File: config.mk
export PLATFORM = sky130hd
export DESIGN_NAME = rsp_route_fifo
export DESIGN_NICKNAME = d
export VERILOG_FILES = /design/src/rtl/rsp_route_fifo.sv
export SDC_FILE = /design/constraint.sdc
export NUM_CORES = 1
export LEC_CHECK = 0
export BUFFER_PORTS_ARGS = -buffer_cell sky130_fd_sc_hd__buf_4
export CORE_MARGIN = 4
export CORE_UTILIZATION = 48
export DETAILED_ROUTE_END_ITERATION = 12
export GPL_ROUTABILITY_DRIVEN = 0
export PLACE_DENSITY_LB_ADDON = 0.15
export SYNTH_ARGS = -nofsm -noshare
export SYNTH_HDL_FRONTEND = slang
export SYNTH_SLANG_ARGS = --single-unit
export TNS_END_PERCENT = 30
File: constraint.sdc
create_clock -name clk_i -period 5 [get_ports clk_i]
set_input_delay 0.5 -clock clk_i [delete_from_list [all_inputs] [get_ports clk_i]]
set_output_delay 0.5 -clock clk_i [all_outputs]
set_load 0.05 [all_outputs]
File: src/rtl/rsp_route_fifo.sv
// Response router: remembers granted source indices in order and steers each response beat to its requester.
// Latency: index usable for routing one cycle after push; beats pass combinationally (valid and ready, no register stage).
// Backpressure: idx_ready_o drops when Depth indices are outstanding; rsp_ready_o follows the head destination's ready, and is 0 when empty.
module rsp_route_fifo #(
  parameter  int NumOut    = 4,
  parameter  int DataWidth = 32,
  parameter  int Depth     = 8,
  localparam int IdxW      = (NumOut > 1) ? $clog2(NumOut) : 1,
  localparam int CntW      = $clog2(Depth) + 1
) (
  input  logic                 clk_i,
  input  logic                 rst_ni,
  input  logic                 flush_i,
  input  logic                 idx_valid_i,
  input  logic [IdxW-1:0]      idx_i,
  output logic                 idx_ready_o,
  input  logic                 rsp_valid_i,
  input  logic                 rsp_last_i,
  input  logic [DataWidth-1:0] rsp_data_i,
  output logic                 rsp_ready_o,
  output logic [NumOut-1:0]    rsp_valid_o,
  output logic                 rsp_last_o,
  output logic [DataWidth-1:0] rsp_data_o,
  input  logic [NumOut-1:0]    rsp_ready_i,
  output logic [CntW-1:0]      outstanding_o,
  output logic                 err_unexp_o
);

  localparam int PtrW = $clog2(Depth);

  logic [IdxW-1:0] mem [Depth];
  logic [PtrW-1:0] wptr_q, rptr_q;
  logic [CntW-1:0] cnt_q;
  logic            err_q;
  logic [IdxW-1:0] head;
  logic            empty;
  logic            head_in_range;
  logic            push, pop;

  assign empty         = (cnt_q == '0);
  assign head          = mem[rptr_q];
  // Indices that name no destination are kept so the response still drains in order.
  assign head_in_range = ({1'b0, head} < (IdxW+1)'(NumOut));

  // Full check depends only on the counter, never on the response side.
  assign idx_ready_o   = (cnt_q != CntW'(Depth));
  assign push          = idx_valid_i && idx_ready_o;
  assign pop           = rsp_valid_i && rsp_ready_o && rsp_last_i;

  assign rsp_last_o    = rsp_last_i;
  assign rsp_data_o    = rsp_data_i;
  assign outstanding_o = cnt_q;
  assign err_unexp_o   = err_q;

  // Steer valid to the head destination and return that destination's ready.
  always_comb begin
    rsp_valid_o = '0;
    rsp_ready_o = 1'b0;
    if (!empty) begin
      if (NumOut == 1) begin
        rsp_valid_o[0] = rsp_valid_i;
        rsp_ready_o    = rsp_ready_i[0];
      end else if (head_in_range) begin
        for (int i = 0; i < NumOut; i++) begin
          if (head == IdxW'(i)) begin
            rsp_valid_o[i] = rsp_valid_i;
            rsp_ready_o    = rsp_ready_i[i];
          end
        end
      end else begin
        rsp_ready_o = 1'b1;
      end
    end
  end

  // Index storage; contents are don't-care while the slot is not counted.
  always_ff @(posedge clk_i) begin
    if (push && !flush_i) begin
      mem[wptr_q] <= idx_i;
    end
  end

  // Pointers, occupancy and the sticky unexpected-response flag; flush wins over push/pop.
  always_ff @(posedge clk_i or negedge rst_ni) begin
    if (!rst_ni) begin
      wptr_q <= '0;
      rptr_q <= '0;
      cnt_q  <= '0;
      err_q  <= 1'b0;
    end else if (flush_i) begin
      wptr_q <= '0;
      rptr_q <= '0;
      cnt_q  <= '0;
      err_q  <= 1'b0;
    end else begin
      if (push) wptr_q <= wptr_q + 1'b1;
      if (pop)  rptr_q <= rptr_q + 1'b1;
      case ({push, pop})
        2'b10:   cnt_q <= cnt_q + 1'b1;
        2'b01:   cnt_q <= cnt_q - 1'b1;
        default: cnt_q <= cnt_q;
      endcase
      if (rsp_valid_i && empty) err_q <= 1'b1;
    end
  end

endmodule

==> impl_results.md, run 1 <==
- Switching pwr: between 0.00015 and 0.0002 W
- Syn_nets: 199
- Setup TNS: 0 ns
- Final WS setup: between 1.5 and 2 ns
- Crit end category: flop
- Reg2reg path depth: 10
- Initial antenna violation count: 0
- Number of buffers created by CTS: 3
- CTS Root Cell: clkbuf_4
- Initial core utilization: roughly half
- Overflow after GRT: 0
- PortBufs: 23
- Yosys top cell by area: edfxtp_1
- Die Area: 4460 um^2
- DRT Pass-1 Iters: 4
- Combinational Power Share: 24.7%
- Clk buf depth: 2
- Initial DRC count: 37
- Clock share of power: 20.7%
- Via count: 984
- Routed len/inst: 15.9 um
- Max Slew Vio Count: 0
- Diode count: 0
- Simple logic cell fraction of the synthesized area: a little over an eighth
- WL final: ~3000 um
- Synth warn: 0
- #FFs+latches synth: 27
- Reg2reg setup slack: approximately 1.6 ns
- Critical Path AT: 3.60 ns
- Fillers: 306
- P&R area growth vs syn: 0.453%
- Share of cells above drive strength 1: ~26%
- Largest net degree at the start of global routing: 17
- Cells resized by post-CTS repair: 0
- Core area: roughly 3300 um^2
- Register area share after synthesis: between 40 and 50%
- Most frequent cells in the layout: buf_4 (23), nor2_1 (20), edfxtp_1 (16), dfrtp_1 (11), nand2_1 (10)
- H-tree depth: 1
- Minimum clock period: 3.37 ns
- RSZ-0062 raised after global routing: no
- Sequential Power Share: 54.7%
- Max frequency: 297 MHz
- Vias in the first global route: ~940
- Worst setup SP type: flop
- Lkg Pwr: 0.712 nW
- Req. time, crit path: between 5 and 6 ns
- Layout net count: 193
- Mapped cell area: 1660 um^2
- Die height: roughly 67 um
- Worst Hold Path Cells: 3
- Total track usage: 13.7%
- Synth Area per Inst: 11.1 um^2
- Vias per cell: roughly 5.2
- Fin. Hold Viols: 0
- Compound-Gate Fraction of Synth Area: 3.77%
- DP Worst Slack: 1.62 ns
- Fin crit share: between 60% and 70%
- Yosys cell types: 34
- Hold WC Path Type: primary input to flop
- Top post-synthesis cells by area: edfxtp_1 (29%), dfrtp_1 (17%), buf_4 (15%)
- Most common cell after layout, fill and taps aside: buf_4
- TritonCTS clock tree: done
- Synth Area in Adders: 4.23%
- # rows: 21
- Slew @ Worst Pin: 0.488 ns
- Net Sw Frac: approximately a third
- Status: finished, final reports clean
- Worst-path fanout max: 8
- Total power per unit cell area: roughly 280 nW/um^2
- Largest family of logic cells by synthesized area: buffers and inverters
- Worst-Skew Late Latency: ~0.32 ns
- Setup violators final: 0
- Die Width: 66.8 um
- First-pass GRT wire length: between 4000 and 5000 um
- Post-route cell area: 1670 um^2
- Placed cell areas: 1630 um^2
- Clk_skew: 0.00640 ns
- DRC: 0
- Crit Path Class: flop to flop
- Internal power: 0.000320 W
- Top cell type's share of synthesized area: 29.0%
- Ports: 88
- DP Wirelength: 2410 um
- Clock-pin slew on the worst setup and hold paths: 0.15 ns
- Synth Area in XOR/XNOR: 2.64%
- Worst rel slew slack: 67.1%
- Max-cap violations: 0
- Post-CTS Setup Bufs: 0
- Post-DRT Antenna Nets: 0
- Post-Synthesis Cells: 150
- Max IR drop VDD: 135 uV
- Clock sink count: 27
- Post-synthesis mux area share: 13.3%
-- power groups by stage --
| stage | registers (W) | clock network [W] | logic [W] |
|---|---|---|---|
| after floorplan | 0.000275 | 0 | 0.000137 |
| after global placement | 0.000262 | 0 | 0.000115 |
| after detailed placement | 0.000263 | 0 | 0.000117 |
| after CTS | 0.000258 | 0.0000981 | 0.000118 |
| after global routing | 0.000260 | 0.000111 | 0.000127 |
| final | 0.000258 | 0.0000975 | 0.000117 |
-- worst max-delay path: stages, from the launching register on --
cell     delay (ns)
dfrtp_1        0.59
mux4_1         0.62
mux2i_2        0.28
mux4_2         0.42
nand3_2        0.14
inv_2          0.07
ha_1           0.26
a21o_1         0.17
a21oi_1        0.16
mux2i_1        0.21
mux2_1         0.33
-- per-stage QoR --
step	utilization [%]	power [W]	cells	hold slack (ns)
after floorplan	-	0.000413	150	0.204
after global placement	48.7	0.000378	184	0.343
after detailed placement	48.7	0.000380	184	0.345
after CTS	49.9	0.000474	189	0.404
after global routing	49.9	0.000498	189	0.386
final	49.9	0.000472	189	0.403
-- sequential cells by signal, summed over array words and instances, names as in the netlist --
register / flops
err_unexp_o: 1
outstanding_o: 4
mem: 16
rptr_q: 3
wptr_q: 3
-- worst paths after layout --
check | start | end
worst max-delay path | rptr_q[0]$_DFFE_PN0P_ | outstanding_o[3]$_DFFE_PN0P_
worst min-delay path | rsp_valid_i | err_unexp_o$_DFFE_PN0P_
worst min register to register | err_unexp_o$_DFFE_PN0P_ | err_unexp_o$_DFFE_PN0P_
worst max register to register | rptr_q[0]$_DFFE_PN0P_ | outstanding_o[3]$_DFFE_PN0P_
min in group asynchronous | rst_ni | wptr_q[1]$_DFFE_PN0P_
max in group asynchronous | rst_ni | wptr_q[2]$_DFFE_PN0P_
-- routing by layer --
layer / vias up / share of wire, % / global-route usage (%)
met3: 4 / 9.4 / 4.72
li1: 463 / - / -
met1: 465 / 45 / 18.4
met2: 52 / 45 / 21.3
met4: 0 / 0.37 / 3.05
met5: - / 0 / 0
-- synth_stat cells --
cell and number:
a211oi_1 1, a21o_1 1, a21oi_1 5, a21oi_2 1, and2_1 2, buf_4 33, buf_6 1, clkbuf_1 1
dfrtp_1 11, edfxtp_1 16, fa_1 1, ha_1 4, inv_1 6, inv_2 1, mux2_1 1, mux2_4 1
mux2i_1 6, mux2i_2 1, mux4_1 2, mux4_2 3, nand2_1 10, nand2b_1 3, nand3_1 2, nand3_2 1
nor2_1 20, nor2_2 1, nor2b_1 3, nor3_1 3, nor4_1 1, o21ai_0 1, o21ai_2 1, or3_1 1
xnor2_1 1, xor2_1 4
-- final cells by class --
type	instances	area (um^2)	area share (%)
well taps	46	57.6	3.46
inverters	7	26.3	1.58
clock buffers	3	22.5	1.35
flip-flops and latches	27	756	45.4
clock inverters	1	7.51	0.451
repair buffers	24	183	11.0
multi-input cells	81	613	36.8
-- logic make-up after synthesis --
logic type      count (synthesis)
compound gates                 10
xor+xnor                        5
fa+ha+maj                       5
buf+inv                        42
flops                          27
mux                            14
simple gates                   47
-- repair_timing --
action | in CTS | in global routing
hold buffers | 1 | 0
endpoints found under the setup margin | 0 | 0
hold endpoints to repair | 11 | 0
Note: power is estimated with default switching activity, not from simulation.
==> run 2: changes to the inputs <==
--- a/config.mk
+++ b/config.mk
@@ -7,7 +7,7 @@
 export LEC_CHECK = 0
 export BUFFER_PORTS_ARGS = -buffer_cell sky130_fd_sc_hd__buf_4
 export CORE_MARGIN = 4
-export CORE_UTILIZATION = 48
+export CORE_UTILIZATION = 45
 export DETAILED_ROUTE_END_ITERATION = 12
 export GPL_ROUTABILITY_DRIVEN = 0
 export PLACE_DENSITY_LB_ADDON = 0.15
==> constraint.sdc (replaced) <==
create_clock -name clk_i -period 3.3 [get_ports clk_i]
set_input_delay 0.33 -clock clk_i [delete_from_list [all_inputs] [get_ports clk_i]]
set_output_delay 0.33 -clock clk_i [all_outputs]
set_load 0.05 [all_outputs]
==> run 2 against run 1 <==
Effect of this change: critical path depth stayed put; total power is 62% higher; critical path type unchanged; maximum frequency is 6.7% higher; worst hold slack worse by 0.11 ns; register-to-register slack worse by 1.5 ns; routed wire length is 3.8% lower; cell count is 3.2% higher; via count is 0.30% higher; sequential cell count stayed put; sequential power is 51% higher.
==> impl_results.md, run 2 (synthesis results as in run 1) <==
- Status: finished, final reports clean
- Worst-path fanout max: 8
- Worst rel slew slack: 66.4%
- Initial core utilization: 48.2%
- Slowest stage delay, CP: 0.52 ns
- Die Width: 68.7 um
- Max-cap violations: 0
- Final WS setup: 0.139 ns
- Clock-pin slew on the worst setup and hold paths: about 0.090 ns
- Routed len/inst: 14.8 um
- Die height: 68.7 um
- Worst Hold Path Cells: 3
- Register area: 757 um^2
- Post-route cell area: 1730 um^2
- Minimum clock period: roughly 3.2 ns
- Via count: 987
- Diode count: 0
- Crit-path leading delay family: multiplexers
- Crit end category: flop
- DRT Pass-1 Iters: 4
- Vias per cell: 5.06
- Clock sink count: 27
- Most common cell after layout, fill and taps aside: buf_4
- WP buf/inv: 1
- Reg2reg setup slack: 0.14 ns
- Sequential Power Share: 50.8%
- Combinational Power Share: 24.8%
- Crit Path Class: flop to flop
- Hold slack final: 0.298 ns
- Worst-path cell chain: mux2i_1 -> mux4_2 -> mux4_2 -> nand3_2 -> inv_2 -> ha_1 -> a21o_1 -> a21oi_1 -> mux2i_1 -> mux2_1
- Crit Reg-Reg Startpoint: rptr_q[0]$_DFFE_PN0P_
- Placed cell areas: about 1600 um^2
- Core area: 3440 um^2
- Setup TNS: 0 ns
- Clock share of power: 24.3%
- Clk buf depth: 2
- Setup violators final: 0
- Ports: 88
- Share of cells above drive strength 1: 29.5%
- Most frequent cells in the layout: buf_4 (29), nor2_1 (20), edfxtp_1 (16), nand2_1 (10), dfrtp_1 (10)
- Fin crit share: 95.8%
- Switching pwr: about 0.00023 W
- CTS Root Cell: clkbuf_8
- Hold EP: err_unexp_o$_DFFE_PN0P_
- Number of buffers created by CTS: 3
- Largest net degree at the start of global routing: 17
- Hold WC Path Type: primary input to flop
- DP Worst Slack: 0.0164 ns
- Max frequency: 316 MHz
- Net Sw Frac: 30.2%
- Multi-input logic area: 613 um^2
- TritonCTS clock tree: done
- Worst-Skew Late Latency: roughly 0.27 ns
- RSZ-0062 raised after global routing: no
- H-tree depth: 1
- Layout net count: 199
- PortBufs: 23
- Total track usage: 13.2%
- Worst setup SP type: flop
- Lkg Pwr: between 0.7 and 0.8 nW
- Largest Register: mem
- Internal power: 0.000534 W
- Clk_skew: 0.00685 ns
- WL final: around 2900 um
- Initial antenna violation count: 0
- P&R area growth vs syn: 4.38%
- Slowest-stage cell, CP: mux4_2
- Fillers: 325
- R2r endpoint: outstanding_o[3]$_DFFE_PN0P_
- Max IR drop VDD: 168 uV
- DP Wirelength: approximately 2400 um
- Critical Path AT: around 3.3 ns
- Req. time, crit path: 3.46 ns
- Fin. Hold Viols: 0
- Number of flip-flops in the largest register: 16
- Max Slew Vio Count: 0
- First-pass GRT wire length: 4600 um
- # rows: 21
- Initial DRC count: 41
- Vias in the first global route: 981
- Reg2reg path depth: 10
- Hold Path Origin: rsp_valid_i
- DRC: 0
- Overflow after GRT: 0
- Total power per unit cell area: 442 nW/um^2
- Post-DRT Antenna Nets: 0
- Die Area: 4720 um^2
- Slew @ Worst Pin: 0.499 ns
## run 2: worst min-delay path: stages
cell	delay, ns
buf_4	0.08
a21oi_1	0.05
nor2_1	0.07
## run 2: worst max-delay path by stage
stage / from / to / slack [ns] / depth (start not counted)
after floorplan: rptr_q[0]$_DFFE_PN0P_ / outstanding_o[3]$_DFFE_PN0P_ / 0.19 / 11
after global placement: rptr_q[0]$_DFFE_PN0P_ / outstanding_o[3]$_DFFE_PN0P_ / 0.12 / 10
after detailed placement: rptr_q[0]$_DFFE_PN0P_ / outstanding_o[3]$_DFFE_PN0P_ / 0.02 / 10
after CTS: rptr_q[0]$_DFFE_PN0P_ / outstanding_o[3]$_DFFE_PN0P_ / 0.07 / 10
after global routing: rptr_q[0]$_DFFE_PN0P_ / outstanding_o[3]$_DFFE_PN0P_ / 0.003 / 10
final: rptr_q[0]$_DFFE_PN0P_ / outstanding_o[3]$_DFFE_PN0P_ / 0.14 / 10
## run 2: area by class of cell
cell class              instances  area share, %
multi-input cells              81           35.4
clock buffers                   3           2.39
repair buffers                 30           13.2
flip-flops and latches         27           43.7
clock inverters                 1          0.434
inverters                       7           1.52
well taps                      46           3.33
## run 2: what timing repair did
item	CTS	global route
endpoints found under the setup margin	1	1
gates resized for setup	1	0
setup buffers	0	4
hold endpoints to repair	11	0
hold buffers	1	0
## run 2: layer usage
layer	GRT usage (%)	up-vias	share of wire (%)
met1	17.5	461	44
li1	-	473	-
met5	0	-	0
met2	20.4	29	45
met4	6.57	0	3.5
met3	2.92	24	7.6
## run 2: power groups by stage
stage               Sequential (W)  Combinational [W]  Clock (W)
floorplan                 0.000417           0.000208          0
global placement          0.000395           0.000181          0
detailed placement        0.000396           0.000184          0
CTS                       0.000389           0.000185   0.000191
global route              0.000391           0.000206   0.000208
finish                    0.000389           0.000190   0.000186
## run 2: metrics by stage
stage | total power [W] | cells | util [%]
6_report | 0.000765 | 195 | 50.3
3_3_place_gp | 0.000576 | 186 | 47.7
5_1_grt | 0.000806 | 195 | 50.3
3_5_place_dp | 0.000580 | 186 | 47.7
2_1_floorplan | 0.000625 | 150 | -
4_1_cts | 0.000765 | 191 | 49.4
==> run 3: changes to the inputs <==
==> constraint.sdc (replaced) <==
create_clock -name clk_i -period 3.4 [get_ports clk_i]
set_input_delay 0.34 -clock clk_i [delete_from_list [all_inputs] [get_ports clk_i]]
set_output_delay 0.34 -clock clk_i [all_outputs]
set_load 0.05 [all_outputs]
==> run 3 against run 2 <==
Effect of this change: register-to-register slack better by 0.03 ns; cell count fell by 2.6%; clock-buffer cell count stayed put; worst setup slack gained 0.035 ns; die area did not move; design area fell by 2.2%; maximum frequency shrank 2.0%; utilization fell by 1.1 points; non-clock buffer count decreased by 5; worst hold slack gained 0.011 ns; largest power group unchanged.
==> impl_results.md, run 3 (synthesis results as in run 1) <==
- Via count: slightly below 1000
- Core area: 3440 um^2
- Combinational Power Share: a little under a quarter
- Final Non-Filler Cells: 190
- Worst Hold Path Cells: 1
- RSZ-0062 raised after global routing: no
- Sequential Power Share: 51.4%
- DP Worst Slack: 0.114 ns
- Lkg Pwr: a little over 0.7 nW
- WL final: 3050 um
- Critical Path AT: 3.39 ns
- Initial core utilization: 48.2%
- Clock sink count: 27
- Minimum clock period: 3.23 ns
- WP buf/inv: 1
- Post-CTS Setup Bufs: 0
- TritonCTS clock tree: done
- Die Width: roughly 69 um
- Number of flip-flops in the largest register: 16
- Initial DRC count: 32
- Post-DRT Antenna Nets: 0
- Placed insts: about 190
- Clk_skew: 0.00565 ns
- Largest Register: mem
- Status: finished, final reports clean
- Fin. Hold Viols: 0
- CTS Root Cell: clkbuf_8
- Slew @ Worst Pin: 0.565 ns
- Most common cell after layout, fill and taps aside: buf_4
- Internal power: ~0.0005 W
- Worst setup SP type: flop
- Switching pwr: 0.000228 W
- Setup TNS: 0 ns
- PortBufs: 23
- Max Slew Vio Count: 0
- P&R area growth vs syn: 2.11%
- Most frequent cells in the layout: buf_4 (24), nor2_1 (20), edfxtp_1 (16), nand2_1 (10), dfrtp_1 (10)
- Worst-path fanout max: 8
- Largest net degree at the start of global routing: 17
- Worst-Skew Late Latency: 0.27 ns
- H-tree depth: 1
- Final WS setup: 0.174 ns
- Clk buf depth: 2
- Finished Core Util: 49.2%
- Setup violators final: 0
- DRC: 0
- Reg2reg path depth: 10
- Clock share of power: 25.0%
- # rows: 21
- Worst-path cell chain: mux2i_1 -> mux4_2 -> mux4_2 -> nand3_2 -> inv_2 -> ha_1 -> a21o_1 -> a21oi_1 -> mux2i_1 -> mux2_1
- Crit-path leading delay family: multiplexers
- Number of buffers created by CTS: 3
- Layout net count: 194
- Clock-pin slew on the worst setup and hold paths: 0.10 ns
- Stages on the worst setup path: 10
- Total power per unit cell area: ~440 nW/um^2
- Max IR drop VDD: roughly 170 uV
- Vias in the first global route: about 970
- Ports: 88
- Crit Path Class: flop to flop
- DRT Pass-1 Iters: 4
- Die Area: 4720 um^2
- Share of cells above drive strength 1: 27.1%
- Routed len/inst: roughly 16 um
- Max frequency: 310 MHz
- Net Sw Frac: roughly 31%
- Overflow after GRT: 0
- First-pass GRT wire length: 4730 um
- Hold WC Path Type: primary input to flop
- Vias per cell: a little over 5
- Fillers: about 310
- Max-cap violations: 0
- Die height: 68.7 um
- Slowest-stage cell, CP: mux4_2
- Crit end category: flop
- Total track usage: 13.8%
- Fin crit share: 94.9%
- Diode count: 0
- DP Wirelength: approximately 2400 um
- Worst rel slew slack: 62.0%
- Slowest stage delay, CP: 0.54 ns
- Req. time, crit path: 3.56 ns
- Initial antenna violation count: 0
==> run 3: cell count changes in the layout (fill, tap and decap cells not counted) <==
| cell | change |
|---|---|
| buf_4 | -5 |
==> run 3: final cells by class <==
class / instances / area, um^2 / area share [%]
Tap cell: 46 / 57.6 / 3.40
Timing Repair Buffer: 25 / 190 / 11.2
Multi-Input combinational cell: 81 / 613 / 36.2
Inverter: 7 / 26.3 / 1.55
Clock buffer: 3 / 41.3 / 2.44
Sequential cell: 27 / 757 / 44.7
Clock inverter: 1 / 7.51 / 0.443
==> run 3: through the flow <==
stage	hold WS [ns]	total power (W)	instance area (um^2)
floorplan	0.0444	0.000607	1660
global placement	0.187	0.000557	1630
detailed placement	0.191	0.000561	1630
CTS	0.304	0.000748	1690
global route	0.304	0.000775	1690
finish	0.308	0.000738	1690
==> run 3: layer usage <==
| metal | global-route usage, % | up-vias | part of all wire (%) |
|---|---|---|---|
| met5 | 0 | - | 0 |
| met4 | 7.30 | 0 | 3.8 |
| met3 | 3.08 | 26 | 6.6 |
| met2 | 21.8 | 33 | 46 |
| met1 | 17.5 | 440 | 43 |
| li1 | - | 465 | - |
==> run 3: path summary, 6_finish.rpt <==
| kind | startpoint | to | slack (ns) |
|---|---|---|---|
| worst max-delay path | rptr_q[0]$_DFFE_PN0P_ | outstanding_o[3]$_DFFE_PN0P_ | 0.17 |
| worst min-delay path | idx_i[0] | mem[5][0]$_DFFE_PP_ | 0.31 |
| worst max register to register | rptr_q[0]$_DFFE_PN0P_ | outstanding_o[3]$_DFFE_PN0P_ | 0.17 |
| worst min register to register | err_unexp_o$_DFFE_PN0P_ | err_unexp_o$_DFFE_PN0P_ | 0.54 |
| max in group asynchronous | rst_ni | rptr_q[0]$_DFFE_PN0P_ | 2.80 |
| min in group asynchronous | rst_ni | outstanding_o[0]$_DFFE_PN0P_ | 0.43 |
==> run 3: repair_timing <==
item,4_1_cts,5_1_grt
setup endpoints to repair,0,1
endpoints found under the hold margin,11,0
hold buffers,1,0
gates resized for setup,0,1
==> run 3: power groups by stage <==
stage          logic, W  clock network (W)  registers, W
2_1_floorplan  0.000202                  0      0.000405
3_3_place_gp   0.000171                  0      0.000386
3_5_place_dp   0.000175                  0      0.000387
4_1_cts        0.000176           0.000193      0.000380
5_1_grt        0.000189           0.000203      0.000383
6_report       0.000174           0.000185      0.000380
